$ cat config.mk
export PLATFORM = sky130hd
export DESIGN_NAME = fifo_read_streamer
export DESIGN_NICKNAME = d
export VERILOG_FILES = /design/src/rtl/shared_pkg.sv /design/src/rtl/skid_buffer_2.sv /design/src/rtl/fifo_read_streamer.sv
export SDC_FILE = /design/constraint.sdc
export NUM_CORES = 1
export LEC_CHECK = 0
export BUFFER_PORTS_ARGS = -buffer_cell sky130_fd_sc_hd__buf_2
export CORE_AREA = 5 5 68 64
export CTS_BUF_LIST = sky130_fd_sc_hd__clkbuf_16
export CTS_CLUSTER_SIZE = 25
export DETAILED_ROUTE_END_ITERATION = 6
export DIE_AREA = 0 0 73 69
export GPL_ROUTABILITY_DRIVEN = 0
export HOLD_SLACK_MARGIN = 0.08
export PLACE_DENSITY_LB_ADDON = 0.3
export SETUP_SLACK_MARGIN = 0.2
export SYNTH_ARGS = -nofsm -noshare
export SYNTH_HDL_FRONTEND = slang
export SYNTH_HIERARCHICAL = 1
export SYNTH_SLANG_ARGS = --single-unit
$ cat constraint.sdc
create_clock -name clk -period 1.85 [get_ports clk]
set_input_delay 0.2775 -clock clk [delete_from_list [all_inputs] [get_ports clk]]
set_output_delay 0.2775 -clock clk [all_outputs]
set_load 0.05 [all_outputs]
$ cat src/rtl/shared_pkg.sv
// shared_pkg: common constants and skid-buffer state encoding for fifo_read_streamer.
//   FIFO_WIDTH    default data word width, must match the FIFO
//   skid_state_e  skid occupancy state; the encoding equals the occupancy count
package shared_pkg;
   localparam int FIFO_WIDTH = 16;
   typedef enum logic [1:0] {S_EMPTY = 2'd0, S_ONE = 2'd1, S_TWO = 2'd2} skid_state_e;
endpackage

$ cat src/rtl/skid_buffer_2.sv
// skid_buffer_2: two-entry register buffer with head/tail pointers.
//   clk, rst_n  clock, asynchronous active-low reset
//   push, din   write din into the tail entry at the next edge
//   pop         retire the head entry at the next edge
//   dout        head entry; valid = occupancy != 0; occ = occupancy 0..2
module skid_buffer_2 import shared_pkg::*; #(
   parameter int W = shared_pkg::FIFO_WIDTH
) (
   input  logic         clk,
   input  logic         rst_n,
   input  logic         push,
   input  logic         pop,
   input  logic [W-1:0] din,
   output logic [W-1:0] dout,
   output logic         valid,
   output logic [1:0]   occ
);
   skid_state_e state_q, state_d;
   logic [W-1:0] mem_q [2];
   logic [W-1:0] mem_d [2];
   logic head_q, head_d, tail_q, tail_d;
   // simultaneous push and pop keeps the occupancy; push is never issued in S_TWO
   always_comb begin
      state_d = (push && !pop) ? (state_q == S_EMPTY ? S_ONE : S_TWO)
              : (pop && !push) ? (state_q == S_TWO ? S_ONE : S_EMPTY)
              : state_q;
      head_d = head_q ^ pop;
      tail_d = tail_q ^ push;
      mem_d = mem_q;
      if (push) mem_d[tail_q] = din;
   end
   always_ff @(posedge clk or negedge rst_n) begin
      if (!rst_n) begin
         state_q  <= S_EMPTY;
         head_q   <= 1'b0;
         tail_q   <= 1'b0;
         mem_q[0] <= '0;
         mem_q[1] <= '0;
      end else begin
         state_q <= state_d;
         head_q  <= head_d;
         tail_q  <= tail_d;
         mem_q   <= mem_d;
      end
   end
   assign dout  = mem_q[head_q];
   assign valid = state_q != S_EMPTY;
   assign occ   = state_q;
endmodule

$ cat src/rtl/fifo_read_streamer.sv
// fifo_read_streamer: FIFO read master presenting words as a valid/ready stream.
//   clk, rst_n      clock, asynchronous active-low reset
//   drain_en        enables new FIFO reads
//   fifo_empty      FIFO empty flag; fifo_data_out valid the cycle after fifo_rd_en
//   fifo_underflow  FIFO underflow flag (used only with RD_STATS_EN)
//   fifo_rd_en      read strobe to the FIFO
//   m_data/m_valid/m_ready  output stream, driven from registered state only
//   rd_count, rd_err        delivered-word count and sticky read error (RD_STATS_EN only)
// Optional feature macro: RD_STATS_EN
module fifo_read_streamer #(
   parameter int FIFO_WIDTH = shared_pkg::FIFO_WIDTH,
   parameter int SKID_DEPTH = 2
) (
   input  logic                  clk,
   input  logic                  rst_n,
   input  logic                  drain_en,
   input  logic                  fifo_empty,
   input  logic [FIFO_WIDTH-1:0] fifo_data_out,
   input  logic                  fifo_underflow,
   output logic                  fifo_rd_en,
   output logic [FIFO_WIDTH-1:0] m_data,
   output logic                  m_valid,
   input  logic                  m_ready
`ifdef RD_STATS_EN
   ,
   output logic [15:0]           rd_count,
   output logic                  rd_err
`endif
);
   if (SKID_DEPTH != 2) begin : g_bad_skid_depth
      $error("fifo_read_streamer: SKID_DEPTH must be 2");
   end
   logic       inflight_q, inflight_d, pop;
   logic [1:0] occ;
   logic [2:0] load;
   skid_buffer_2 #(.W(FIFO_WIDTH)) u_skid (
      .clk   (clk),
      .rst_n (rst_n),
      .push  (inflight_q),
      .pop   (pop),
      .din   (fifo_data_out),
      .dout  (m_data),
      .valid (m_valid),
      .occ   (occ)
   );
   // a read is a credit on a skid slot: buffered plus in-flight words, less the one
   // leaving this cycle, must stay below two; rst_n gating keeps rd_en low in reset
   always_comb begin
      pop        = m_valid & m_ready;
      load       = {1'b0, occ} + {2'b0, inflight_q};
      fifo_rd_en = rst_n & drain_en & ~fifo_empty & (load < 3'd2 + {2'b0, pop});
      inflight_d = fifo_rd_en;
   end
   always_ff @(posedge clk or negedge rst_n) begin
      if (!rst_n) inflight_q <= 1'b0;
      else inflight_q <= inflight_d;
   end
`ifdef RD_STATS_EN
   logic [15:0] rd_count_q, rd_count_d;
   logic        rd_err_q, rd_err_d;
   // underflow seen while a read is in flight means the FIFO was read while empty
   always_comb begin
      rd_count_d = rd_count_q + {15'b0, pop};
      rd_err_d   = rd_err_q | (inflight_q & fifo_underflow);
   end
   always_ff @(posedge clk or negedge rst_n) begin
      if (!rst_n) begin
         rd_count_q <= '0;
         rd_err_q   <= 1'b0;
      end else begin
         rd_count_q <= rd_count_d;
         rd_err_q   <= rd_err_d;
      end
   end
   assign rd_count = rd_count_q;
   assign rd_err   = rd_err_q;
`else
   logic unused_underflow;
   assign unused_underflow = fifo_underflow;
`endif
endmodule

==> reports/results.ini <==
[critical_path]
worst_r2r_path_depth = 7
path_buf_inv = 1
critPathKind = flip-flop to output pin
cp.required_ns = 1.57
endpoint_kind = output pin
cpMostUsedCell = ha_4
crit_path_max_incr_delay_ns = 0.42
crit_family = flip-flops
regToRegEndpoint = u_skid/occ[0]$_DFFE_PN0P_
worstSetupStartpointType = flip-flop
crit_path_max_fanout = 2
reg2reg_from = u_skid/occ[0]$_DFFE_PN0P_
worstPathArrival_ns = 1.69
slowest_stage = dfrtp_1
rrSetupSlack_ns = 0.23
path_cells = ha_4, ha_4, a2111oi_4, buf_6

[routing]
num_vias = 1096
firstDrtPassIters = 2
drt_iter0_drc = 35
wl_per_cell_um = 18.1
route.detailed.drc = 0
viasPerCell = 5.19
ant_nets = 0
totalWireLength_um = 3830

[global_routing]
grt_usage_pct = 16.2
grt_max_degree = 38
grt_pass1_vias = 1256
antenna_found_initial = 0
overflow = 0
grt_pass1_wl_um = 6130

[synth]
synth.ff_latch_count = 37
synth_area_leaders = dfrtp_1, mux2_4, mux2_2, ha_1, buf_12
yosys_warnings = 6
yosys.area.top_type = dfrtp_1
syn_area_per_cell_um2 = 16.5
synth_nets = 138
synth_top_area_share_pct = 50.6
yosys.cell_types.count = 17
ys_seq_area_share_pct = 50.6
synthCells = 111
netlist_area_um2 = 1830

[finish]
num_antenna_cells = 0
syn_to_final_growth_pct = 39.4
design_area_um2 = 2550
layout.nets = 191
fin_util_pct = 71.4
drive_above_1_share_pct = 70.9

[clocking]
clkLatencyLatePin_ns = 0.28
cts.clk_slew.worst_paths_ns = 0.05
cts_tree = yes
clock_path_buffers = 2
htree_num_levels = 2
cts_buffers = 5
cts_num_sinks = 37
cts-root-buf = clkbuf_16

[floorplan]
initial_utilization_pct = 51.2
fp.dieArea_um2 = 5040
io_pins = 40
core_um2 = 3570
rows = 21
die_w_um = 73
die_y_um = 69

[timing]
worstMarginPinSlew_ns = 0.456
finalSetupTns_ns = -0.115
timing_hold_violations_final = 0
fin_skew_ns = 0.00184
max_freq_mhz = 509
finalCriticalPeriod_ns = 1.97
drv_slew = 0
rsz0062_at_grt = yes
fin_crit_sh_pct = 106
setup_viol = 1
setup_slack_ns = -0.115
slew_headroom_pct = 69.6

[min_path]
min_from = fifo_data_out[14]
hold_end = u_skid/mem_q[14]$_DFFE_PN0P_
hold_depth = 2
worstHoldPathType = input port to flip-flop

[place]
postPlaceCellArea_um2 = 2080
place_hpwl_um = 2330
port_buffers = 38

[power]
vdd_drop_max_v = 0.00118
powerDensity_nw_per_um2 = 2230
leakage_nw = 1.21

[outcome]
violations = negative setup slack
status = finished with violations

[run]
maxCapViolations = 0

power by group:
group / switching [W] / internal [W] / total (W)
clock: 0.000300 / 0.000486 / 0.000786
sequential: 0.000254 / 0.00120 / 0.00146
combinational: 0.00165 / 0.00180 / 0.00345
total: 0.00220 / 0.00348 / 0.00569
registers in the layout, summed over array words and instances (netlist names):
signal,cells
u_skid/tail_q,1
inflight_q,1
u_skid/head_q,1
u_skid/mem_q,32
u_skid/occ,2
layer usage:
metal,vias up,routed length (um),GRT usage (%)
met4,0,57,4.92
met5,-,0,0
met3,6,241,6.83
li1,493,-,-
met1,563,1440,18.8
met2,34,2090,26.8
worst max-delay path by stage:
stage,start,depth (start not counted),slack (ns),to
after floorplan,u_skid/occ[0]$_DFFE_PN0P_,3,-0.007,fifo_rd_en
after global placement,u_skid/occ[0]$_DFFE_PN0P_,4,0.10,fifo_rd_en
after detailed placement,u_skid/occ[0]$_DFFE_PN0P_,4,0.04,fifo_rd_en
after CTS,inflight_q$_DFF_PN0_,4,-0.18,fifo_rd_en
after global routing,inflight_q$_DFF_PN0_,4,-0.17,fifo_rd_en
final,u_skid/occ[0]$_DFFE_PN0P_,4,-0.12,fifo_rd_en
what timing repair did:
item / in CTS / in global routing
hold buffers: 1 / 0
pin swaps: 5 / 2
resized for setup: 59 / 15
setup endpoints to repair: 13 / 22
gates cloned: 1 / 0
hold endpoints to repair: 37 / 0
setup buffers: 5 / 1
logic make-up after synthesis:
family / count (synthesis) / share of synthesized area, %
muxes: 48 / 35.5
DFF: 37 / 50.6
buffers and inverters: 9 / 5.75
and+or+nand+nor: 7 / 2.19
adders and majority gates: 5 / 3.42
AOI/OAI and AO/OA: 3 / 1.57
xor gates and xnor gates: 2 / 0.958
metrics by stage:
| stage | setup slack [ns] | hold slack, ns | cells | total power [W] |
|---|---|---|---|---|
| after floorplan | -0.00669 | -0.0181 | 111 | 0.00355 |
| after global placement | 0.102 | 0.351 | 195 | 0.00389 |
| after detailed placement | 0.0397 | 0.370 | 195 | 0.00395 |
| after CTS | -0.175 | 0.239 | 210 | 0.00555 |
| after global routing | -0.171 | 0.240 | 211 | 0.00594 |
| final | -0.115 | 0.248 | 211 | 0.00569 |
final cells by class:
class                   count  area (um2)
well taps                  46        57.6
clock inverters             3        12.5
repair buffers             52         526
fillers                   252        1020
flip-flops and latches     37         927
multi-input cells          65         891
inverters                   3        11.3
clock buffers               5         125
synth_stat cells, drive strengths merged:
cell type,n
and2,1
a2111oi,1
nor2b,1
or2,2
mux2,48
xor2,1
dfrtp,37
xnor2,1
ha,5
buf,6
nand2,2
inv,3
o21ai,1
nand3b,1
o22a,1
placed cells by master, fill, tap and decap left out:
master,netlist,final
dfrtp_1,37,36
mux2_4,29,36
buf_2,0,21
buf_8,0,17
mux2_2,19,12
clkbuf_16,0,6
buf_4,0,6
buf_6,3,4
ha_4,0,3
nand2_1,2,2
clkinv_1,0,2
or2_4,0,2
inv_1,3,2
ha_2,0,2
buf_12,3,2
and2_4,0,1
nand3b_1,1,1
a2111oi_4,0,1
clkinv_2,0,1
dlygate4sd3_1,0,1
inv_2,0,1
xor2_1,1,1
xnor2_1,1,1
o21ai_2,0,1
nor2b_1,1,1
o22a_1,1,1
dfrtp_2,0,1
Note: power is estimated with default switching activity, not from simulation.
